--- src/rtl/vcve2_vec_pkg.sv ---
`default_nettype none
// ============================================================================
// Module  : vcve2_vec_pkg
// Brief   : Shared types and constants for the vector LSU sequencer.
// Revision: 1.0 - initial release
// ============================================================================
package vcve2_vec_pkg;

  typedef enum logic [1:0] {
    VLSU_IDLE  = 2'd0,
    VLSU_ISSUE = 2'd1,
    VLSU_WAIT  = 2'd2,
    VLSU_DONE  = 2'd3
  } vlsu_state_e;

  localparam logic [31:0] VLSU_UNIT_STRIDE = 32'd4;

endpackage
`default_nettype wire

--- src/rtl/vcve2_vlsu_sequencer_if.sv ---
`default_nettype none
// ============================================================================
// Module  : vcve2_vlsu_sequencer_if
// Brief   : Request/grant/response LSU bus, used for the scalar and core sides.
// Revision: 1.0 - initial release
// ============================================================================
interface vcve2_vlsu_sequencer_if;
  logic        req;
  logic        we;
  logic [31:0] addr;
  logic [31:0] wdata;
  logic        gnt;
  logic        rvalid;
  logic [31:0] rdata;
  logic        err;

  modport master (output req, we, addr, wdata, input gnt, rvalid, rdata, err);
  modport slave  (input req, we, addr, wdata, output gnt, rvalid, rdata, err);
endinterface
`default_nettype wire

--- src/rtl/vcve2_lsu_interface.sv ---
`default_nettype none
// ============================================================================
// Module  : vcve2_lsu_interface
// Brief   : Element address counter and vector/scalar LSU port mux.
// Revision: 1.0 - initial release
// ============================================================================
module vcve2_lsu_interface
  import vcve2_vec_pkg::*;
(
  input  wire logic          i_clk,
  input  wire logic          i_rst_n,
  input  wire logic          i_load_start,
  input  wire logic          i_advance,
  input  wire logic [31:0]   i_base_addr,
  input  wire logic [31:0]   i_stride,
  input  wire logic          i_unit_stride,
  input  wire logic          i_vec_op,
  input  wire logic          i_vec_req,
  input  wire logic          i_vec_we,
  input  wire logic [31:0]   i_vec_wdata,
  input  wire logic          i_scalar_block,
  vcve2_vlsu_sequencer_if.slave  scalar,
  vcve2_vlsu_sequencer_if.master lsu
);

  logic [31:0] r_addr;
  logic [31:0] r_step;

  // Step is latched with the base so a mid-op stride change cannot skew addresses.
  always_ff @(posedge i_clk or negedge i_rst_n) begin
    if (!i_rst_n) begin
      r_addr <= '0;
      r_step <= '0;
    end else if (i_load_start) begin
      r_addr <= i_base_addr;
      r_step <= i_unit_stride ? VLSU_UNIT_STRIDE : i_stride;
    end else if (i_advance) begin
      r_addr <= r_addr + r_step;
    end
  end

  always_comb begin
    lsu.req       = 1'b0;
    lsu.we        = 1'b0;
    lsu.addr      = '0;
    lsu.wdata     = '0;
    scalar.gnt    = 1'b0;
    scalar.rvalid = 1'b0;
    scalar.rdata  = lsu.rdata;
    scalar.err    = 1'b0;
    if (i_vec_op) begin
      lsu.req   = i_vec_req;
      lsu.we    = i_vec_req & i_vec_we;
      lsu.addr  = i_vec_req ? r_addr : '0;
      lsu.wdata = (i_vec_req & i_vec_we) ? i_vec_wdata : '0;
    end else begin
      // A pending vector start blocks new scalar grants but still lets the
      // outstanding scalar response through.
      lsu.req       = scalar.req & ~i_scalar_block;
      lsu.we        = scalar.we;
      lsu.addr      = scalar.addr;
      lsu.wdata     = scalar.wdata;
      scalar.gnt    = lsu.gnt & ~i_scalar_block;
      scalar.rvalid = lsu.rvalid;
      scalar.err    = lsu.err & lsu.rvalid;
    end
  end

endmodule
`default_nettype wire

--- src/rtl/vcve2_vlsu_sequencer.sv ---
`default_nettype none
// ============================================================================
// Module  : vcve2_vlsu_sequencer
// Brief   : Splits one vector load/store into 32-bit LSU element transactions.
// Revision: 1.0 - initial release
// ============================================================================
module vcve2_vlsu_sequencer
  import vcve2_vec_pkg::*;
#(
  parameter int MAX_VL = 32,
  parameter int ELEM_W = 32,
  localparam int CW = $clog2(MAX_VL + 1)
) (
  input  wire logic              clk_i,
  input  wire logic              rst_ni,
  input  wire logic              vec_start_i,
  input  wire logic              vec_store_i,
  input  wire logic [31:0]       base_addr_i,
  input  wire logic [31:0]       stride_i,
  input  wire logic              unit_stride_i,
  input  wire logic [CW-1:0]     vl_i,
  vcve2_vlsu_sequencer_if.slave  scalar,
  vcve2_vlsu_sequencer_if.master lsu,
  output logic [CW-1:0]          vrf_ridx_o,
  input  wire logic [ELEM_W-1:0] vrf_rdata_i,
  output logic                   vrf_we_o,
  output logic [CW-1:0]          vrf_widx_o,
  output logic [ELEM_W-1:0]      vrf_wdata_o,
  output logic                   busy_o,
  output logic                   done_o,
  output logic                   err_o
);

  vlsu_state_e   r_state;
  logic [CW-1:0] r_idx;
  logic [CW-1:0] r_vl;
  logic          r_store;
  logic          r_err;
  logic          r_pending;
  logic          r_scalar_out;

  logic w_idle;
  logic w_scalar_fire;
  logic w_scalar_busy;
  logic w_elem_ok;

  assign w_idle        = (r_state == VLSU_IDLE);
  assign w_scalar_fire = w_idle & scalar.req & ~r_pending & lsu.gnt;
  assign w_scalar_busy = w_scalar_fire | (r_scalar_out & ~lsu.rvalid);
  assign w_elem_ok     = (r_state == VLSU_WAIT) & lsu.rvalid & ~lsu.err;

  always_ff @(posedge clk_i or negedge rst_ni) begin
    if (!rst_ni) begin
      r_state      <= VLSU_IDLE;
      r_idx        <= '0;
      r_vl         <= '0;
      r_store      <= 1'b0;
      r_err        <= 1'b0;
      r_pending    <= 1'b0;
      r_scalar_out <= 1'b0;
    end else begin
      case (r_state)
        VLSU_IDLE: begin
          r_scalar_out <= w_scalar_busy;
          if (r_pending) begin
            if (lsu.rvalid) begin
              r_pending <= 1'b0;
              r_state   <= (r_vl == '0) ? VLSU_DONE : VLSU_ISSUE;
            end
          end else if (vec_start_i) begin
            r_store <= vec_store_i;
            r_vl    <= vl_i;
            r_idx   <= '0;
            r_err   <= 1'b0;
            if (w_scalar_busy) begin
              r_pending <= 1'b1;
            end else begin
              r_state <= (vl_i == '0) ? VLSU_DONE : VLSU_ISSUE;
            end
          end
        end
        VLSU_ISSUE: begin
          if (lsu.gnt) r_state <= VLSU_WAIT;
        end
        VLSU_WAIT: begin
          if (lsu.rvalid) begin
            if (lsu.err) begin
              r_err   <= 1'b1;
              r_state <= VLSU_DONE;
            end else begin
              r_idx   <= r_idx + CW'(1);
              r_state <= (r_idx == r_vl - CW'(1)) ? VLSU_DONE : VLSU_ISSUE;
            end
          end
        end
        default: r_state <= VLSU_IDLE;
      endcase
    end
  end

  assign busy_o      = ~w_idle;
  assign done_o      = (r_state == VLSU_DONE);
  assign err_o       = (r_state == VLSU_DONE) & r_err;
  assign vrf_ridx_o  = (r_state == VLSU_ISSUE) ? r_idx : '0;
  assign vrf_we_o    = w_elem_ok & ~r_store;
  assign vrf_widx_o  = vrf_we_o ? r_idx : '0;
  assign vrf_wdata_o = lsu.rdata;

  vcve2_lsu_interface u_lsu_if (
    .i_clk          (clk_i),
    .i_rst_n        (rst_ni),
    .i_load_start   (w_idle & ~r_pending & vec_start_i),
    .i_advance      (w_elem_ok),
    .i_base_addr    (base_addr_i),
    .i_stride       (stride_i),
    .i_unit_stride  (unit_stride_i),
    .i_vec_op       (~w_idle),
    .i_vec_req      (r_state == VLSU_ISSUE),
    .i_vec_we       (r_store),
    .i_vec_wdata    (vrf_rdata_i),
    .i_scalar_block (r_pending),
    .scalar         (scalar),
    .lsu            (lsu)
  );

endmodule
`default_nettype wire

--- src/flat_wrapper.sv ---
// flat-port wrapper written by rule: the top's interface ports become plain ports
module vcve2_vlsu_sequencer_flat import vcve2_vec_pkg::*;
#(
  parameter int MAX_VL = 32,
  parameter int ELEM_W = 32,
  localparam int CW = $clog2(MAX_VL + 1)
)
  (clk_i, rst_ni, vec_start_i, vec_store_i, base_addr_i, stride_i, unit_stride_i, vl_i, vrf_ridx_o, vrf_rdata_i, vrf_we_o, vrf_widx_o, vrf_wdata_o, busy_o, done_o, err_o, scalar_req, scalar_we, scalar_addr, scalar_wdata, scalar_gnt, scalar_rvalid, scalar_rdata, scalar_err, lsu_req, lsu_we, lsu_addr, lsu_wdata, lsu_gnt, lsu_rvalid, lsu_rdata, lsu_err);
  vcve2_vlsu_sequencer_if scalar_i ();
  vcve2_vlsu_sequencer_if lsu_i ();
  input  wire logic clk_i;
  input  wire logic rst_ni;
  input  wire logic vec_start_i;
  input  wire logic vec_store_i;
  input  wire logic [31:0] base_addr_i;
  input  wire logic [31:0] stride_i;
  input  wire logic unit_stride_i;
  input  wire logic [CW-1:0] vl_i;
  output logic [CW-1:0] vrf_ridx_o;
  input  wire logic [ELEM_W-1:0] vrf_rdata_i;
  output logic vrf_we_o;
  output logic [CW-1:0] vrf_widx_o;
  output logic [ELEM_W-1:0] vrf_wdata_o;
  output logic busy_o;
  output logic done_o;
  output logic err_o;
  input wire logic [$bits(scalar_i.req)-1:0] scalar_req;
  input wire logic [$bits(scalar_i.we)-1:0] scalar_we;
  input wire logic [$bits(scalar_i.addr)-1:0] scalar_addr;
  input wire logic [$bits(scalar_i.wdata)-1:0] scalar_wdata;
  output wire logic [$bits(scalar_i.gnt)-1:0] scalar_gnt;
  output wire logic [$bits(scalar_i.rvalid)-1:0] scalar_rvalid;
  output wire logic [$bits(scalar_i.rdata)-1:0] scalar_rdata;
  output wire logic [$bits(scalar_i.err)-1:0] scalar_err;
  output wire logic [$bits(lsu_i.req)-1:0] lsu_req;
  output wire logic [$bits(lsu_i.we)-1:0] lsu_we;
  output wire logic [$bits(lsu_i.addr)-1:0] lsu_addr;
  output wire logic [$bits(lsu_i.wdata)-1:0] lsu_wdata;
  input wire logic [$bits(lsu_i.gnt)-1:0] lsu_gnt;
  input wire logic [$bits(lsu_i.rvalid)-1:0] lsu_rvalid;
  input wire logic [$bits(lsu_i.rdata)-1:0] lsu_rdata;
  input wire logic [$bits(lsu_i.err)-1:0] lsu_err;
  assign scalar_i.req = scalar_req;
  assign scalar_i.we = scalar_we;
  assign scalar_i.addr = scalar_addr;
  assign scalar_i.wdata = scalar_wdata;
  assign scalar_gnt = scalar_i.gnt;
  assign scalar_rvalid = scalar_i.rvalid;
  assign scalar_rdata = scalar_i.rdata;
  assign scalar_err = scalar_i.err;
  assign lsu_req = lsu_i.req;
  assign lsu_we = lsu_i.we;
  assign lsu_addr = lsu_i.addr;
  assign lsu_wdata = lsu_i.wdata;
  assign lsu_i.gnt = lsu_gnt;
  assign lsu_i.rvalid = lsu_rvalid;
  assign lsu_i.rdata = lsu_rdata;
  assign lsu_i.err = lsu_err;
  vcve2_vlsu_sequencer #(.MAX_VL(MAX_VL), .ELEM_W(ELEM_W)) u_core (.clk_i(clk_i), .rst_ni(rst_ni), .vec_start_i(vec_start_i), .vec_store_i(vec_store_i), .base_addr_i(base_addr_i), .stride_i(stride_i), .unit_stride_i(unit_stride_i), .vl_i(vl_i), .scalar(scalar_i), .lsu(lsu_i), .vrf_ridx_o(vrf_ridx_o), .vrf_rdata_i(vrf_rdata_i), .vrf_we_o(vrf_we_o), .vrf_widx_o(vrf_widx_o), .vrf_wdata_o(vrf_wdata_o), .busy_o(busy_o), .done_o(done_o), .err_o(err_o));
endmodule
--- config.mk ---
export PLATFORM = sky130hd
export DESIGN_NAME = vcve2_vlsu_sequencer_flat
export DESIGN_NICKNAME = d
export VERILOG_FILES = /design/src/rtl/vcve2_vec_pkg.sv /design/src/rtl/vcve2_vlsu_sequencer_if.sv /design/src/rtl/vcve2_lsu_interface.sv /design/src/rtl/vcve2_vlsu_sequencer.sv /design/src/flat_wrapper.sv
export SDC_FILE = /design/constraint.sdc
export NUM_CORES = 1
export LEC_CHECK = 0
export ABC_CLOCK_PERIOD_IN_PS = 3000
export CORE_AREA = 2 2 139 141
export DETAILED_ROUTE_END_ITERATION = 7
export DIE_AREA = 0 0 141 143
export PLACE_DENSITY = 0.77
export SLEW_MARGIN = 20
export SYNTH_ARGS = -nofsm -noshare
export SYNTH_HDL_FRONTEND = slang
export SYNTH_SLANG_ARGS = --single-unit
--- constraint.sdc ---
create_clock -name clk_i -period 3 [get_ports clk_i]
set_input_delay 0.3 -clock clk_i [delete_from_list [all_inputs] [get_ports clk_i]]
set_output_delay 0.3 -clock clk_i [all_outputs]
set_load 0.1 [all_outputs]
==> run metrics <==
status finished with violations; failing checks hold timing; first-pass GRT wire length 36050 um; Die Wd 141 um; CP Capture Type flip-flop; multi-input logic area ~0.0042 mm2; main flop type after synthesis dfrtp_1; largest net degree at the start of global routing 83; fill count 1648; Critical R2R Launch u_core.u_lsu_if.r_addr[0]; Crit Path Max Fanout 4; Synth top cells by count nand2_1 (103), dfrtp_1 (82), nor2_1 (74); Yosys cell types 78; worst-case clock buffer depth 2; top cell type by total area after synthesis dfrtp_1; Layout Skew 0.007780 ns; WL final 23440 um; global route overflow 0; I/O Buffers 260; clock buffer count from CTS 9; R2R Setup Slk ~0.28 ns; io pins between 300 and 400; hold_buf cts 0; ANT nets after route 0; final hold violation count 10; CP required between 3 and 4 ns; DIE AREA 0.02016 mm2; net count after synthesis 1108; Worst-Skew Late Latency 0.34 ns; DP HPWL between 15000 and 20000 um; post-CTS sizing 0; vias in the first global route between 6k and 7k; largest stage delay on the critical path about 0.43 ns; most numerous cell in the Yosys netlist nand2_1; Post-synth EDFFs 0; final setup margin around 0.28 ns; nets around 1.3k; clk sinks slightly above 80; initial antenna violation count 5; Crit Path Class reg2reg; Area Overhead vs Synth 42.69%; Peak Freq 368.0 MHz; Initial Utilization 37.94%; Syn. warnings 0; critical path's slowest cell fa_1; worst hold margin -0.03362 ns; r2r worst-path depth 9; DRC viols 0; share of cells above drive strength 1 13.99%; r2r endpoint u_core.u_lsu_if.r_addr[16]; pre-CTS setup slack 0.3342 ns; family with the most delay on the worst path compound AO/OA/AOI/OAI gates; critical path, cell by cell ha_1 > fa_1 > a21oi_1 > o211ai_2 > a41oi_2 > o211ai_1 > a311oi_1 > a41oi_1 > o21a_1; HP Class in2async; CTS root buf clkbuf_16; Die Height 143 um; violation count after the first detailed-route iteration roughly 360; Post-Syn Area around 0.0070 mm2; Peak supply drop 0.8521 mV; actual slew at the worst max-slew pin ~1.1 ns; row cnt 50; Final setup viols 0; H-tree Lvls 3; placed inst area 0.009784 mm2; first drt pass iteration count 5; final worst-path cycle share roughly nine tenths; Final Max Tran Viols 0; # Post-CTS Setup Buffers 0; RSZ-0062 raised after global routing false; CTS tree built; post-synth top area share between 20% and 30%; Synth area leaders dfrtp_1 (29%), buf_4 (7.0%), ha_1 (5.9%); setup TNS 0 ns; Post-Synthesis Cells a little under 900; area of the core 0.01858 mm2; post-synthesis average cell area 8.140 um2; Wirelength per Cell 18.47 um; register bit total from synthesis roughly 80; Sequential Area roughly 0.0021 mm2; all-layer global routing usage between 20% and 30%; Crit path arrival time 2.95 ns; sequential element share of the synthesized area 29.11%; Via density roughly 5.4; WP buf/inv 0; async set-reset flop share out of synthesis 100.0%; Tmin final 2.717 ns; DR vias 6896; nature of the critical path startpoint flip-flop; Leak 4.316 nW; pwr dens 1377 mW/mm2; headroom to the max-slew limit between 20% and 30%; Max Cap Viol 0; Final Instance Area 0.01006 mm2; Final GP Congestion about 0.93; Clock Pin Slew Worst Setup and Hold Paths approximately 0.06 ns
==> state kept, by name, indices dropped and copies added (netlist names) <==
register / cells
u_core.u_lsu_if.r_addr: 32
u_core.r_pending: 1
u_core.r_scalar_out: 1
u_core.r_err: 1
u_core.r_state: 2
u_core.u_lsu_if.r_step: 32
u_core.r_store: 1
u_core.r_vl: 6
u_core.r_idx: 6
==> cell usage in the layout, fill, tap and decap left out, types with 33 or more instances in the layout <==
master           Yosys  final
clkdlybuf4s50_1      0    174
o21ai_0             61     61
dfrtp_1             82     81
a21oi_1             44     44
a22o_1              33     33
ha_1                33     33
nand2b_1            33     33
mux2i_1             34     34
buf_4               66     44
nand2_1            103    103
buf_12               0     53
nor2_1              74     72
==> power by group <==
group / total (W) / switching (W) / internal [W] / leakage, nW
Sequential: 0.00211 / 0.000479 / 0.00163 / 1.02
Combinational: 0.0107 / 0.00711 / 0.00362 / 3.17
Clock: 0.00100 / 0.000426 / 0.000576 / 0.123
==> cell families (layout without fill, tap and decap cells) <==
group	Yosys count	in the layout	synth area share [%]
buffers and inverters	138	301	11.20
AOI/OAI and AO/OA	254	254	25.28
other	0	6	0
DFF	82	82	29.11
and+or+nand+nor	294	294	19.68
xor gates and xnor gates	29	29	3.603
adders and majority gates	34	34	6.141
muxes	35	35	4.988
==> layout make-up <==
cell class | instances | share of cell area [%]
inverters | 15 | 0.5598
repair buffers | 272 | 31.26
well taps | 234 | 2.911
diodes | 6 | 0.1493
clock buffers | 14 | 2.525
flip-flops and latches | 82 | 20.41
multi-input cells | 646 | 42.18
==> per-layer routing <==
metal  track usage (%)  vias up  part of all wire [%]
met5                 0        -                     0
met4             7.368        0                   2.5
met2             41.75      298                    51
met1             26.70     3234                    39
met3             5.164       25                   6.8
li1                  -     3339                     -
==> metrics by stage <==
step	utilization, %	instances	power (W)	hold WS [ns]
5_1_grt	54.13	1269	0.01471	0.07072
6_report	54.13	1269	0.01385	-0.03362
3_3_place_gp	52.66	1249	0.01270	0.4723
2_1_floorplan	-	866	0.01042	0.004409
4_1_cts	54.03	1263	0.01387	0.1944
3_5_place_dp	52.66	1249	0.01282	0.4807
==> worst max path at each step <==
stage / from / to / depth (start not counted)
after global routing: u_core.u_lsu_if.r_addr[0] / u_core.u_lsu_if.r_addr[16] / 9
after floorplan: u_core.r_state[0] / lsu_addr[17] / 5
after detailed placement: u_core.u_lsu_if.r_addr[0] / u_core.u_lsu_if.r_addr[16] / 9
final: u_core.u_lsu_if.r_addr[0] / u_core.u_lsu_if.r_addr[16] / 9
after CTS: u_core.r_state[1] / lsu_wdata[12] / 4
after global placement: u_core.u_lsu_if.r_addr[0] / u_core.u_lsu_if.r_addr[16] / 9
No activity file was read; power rests on OpenSTA's default activity.
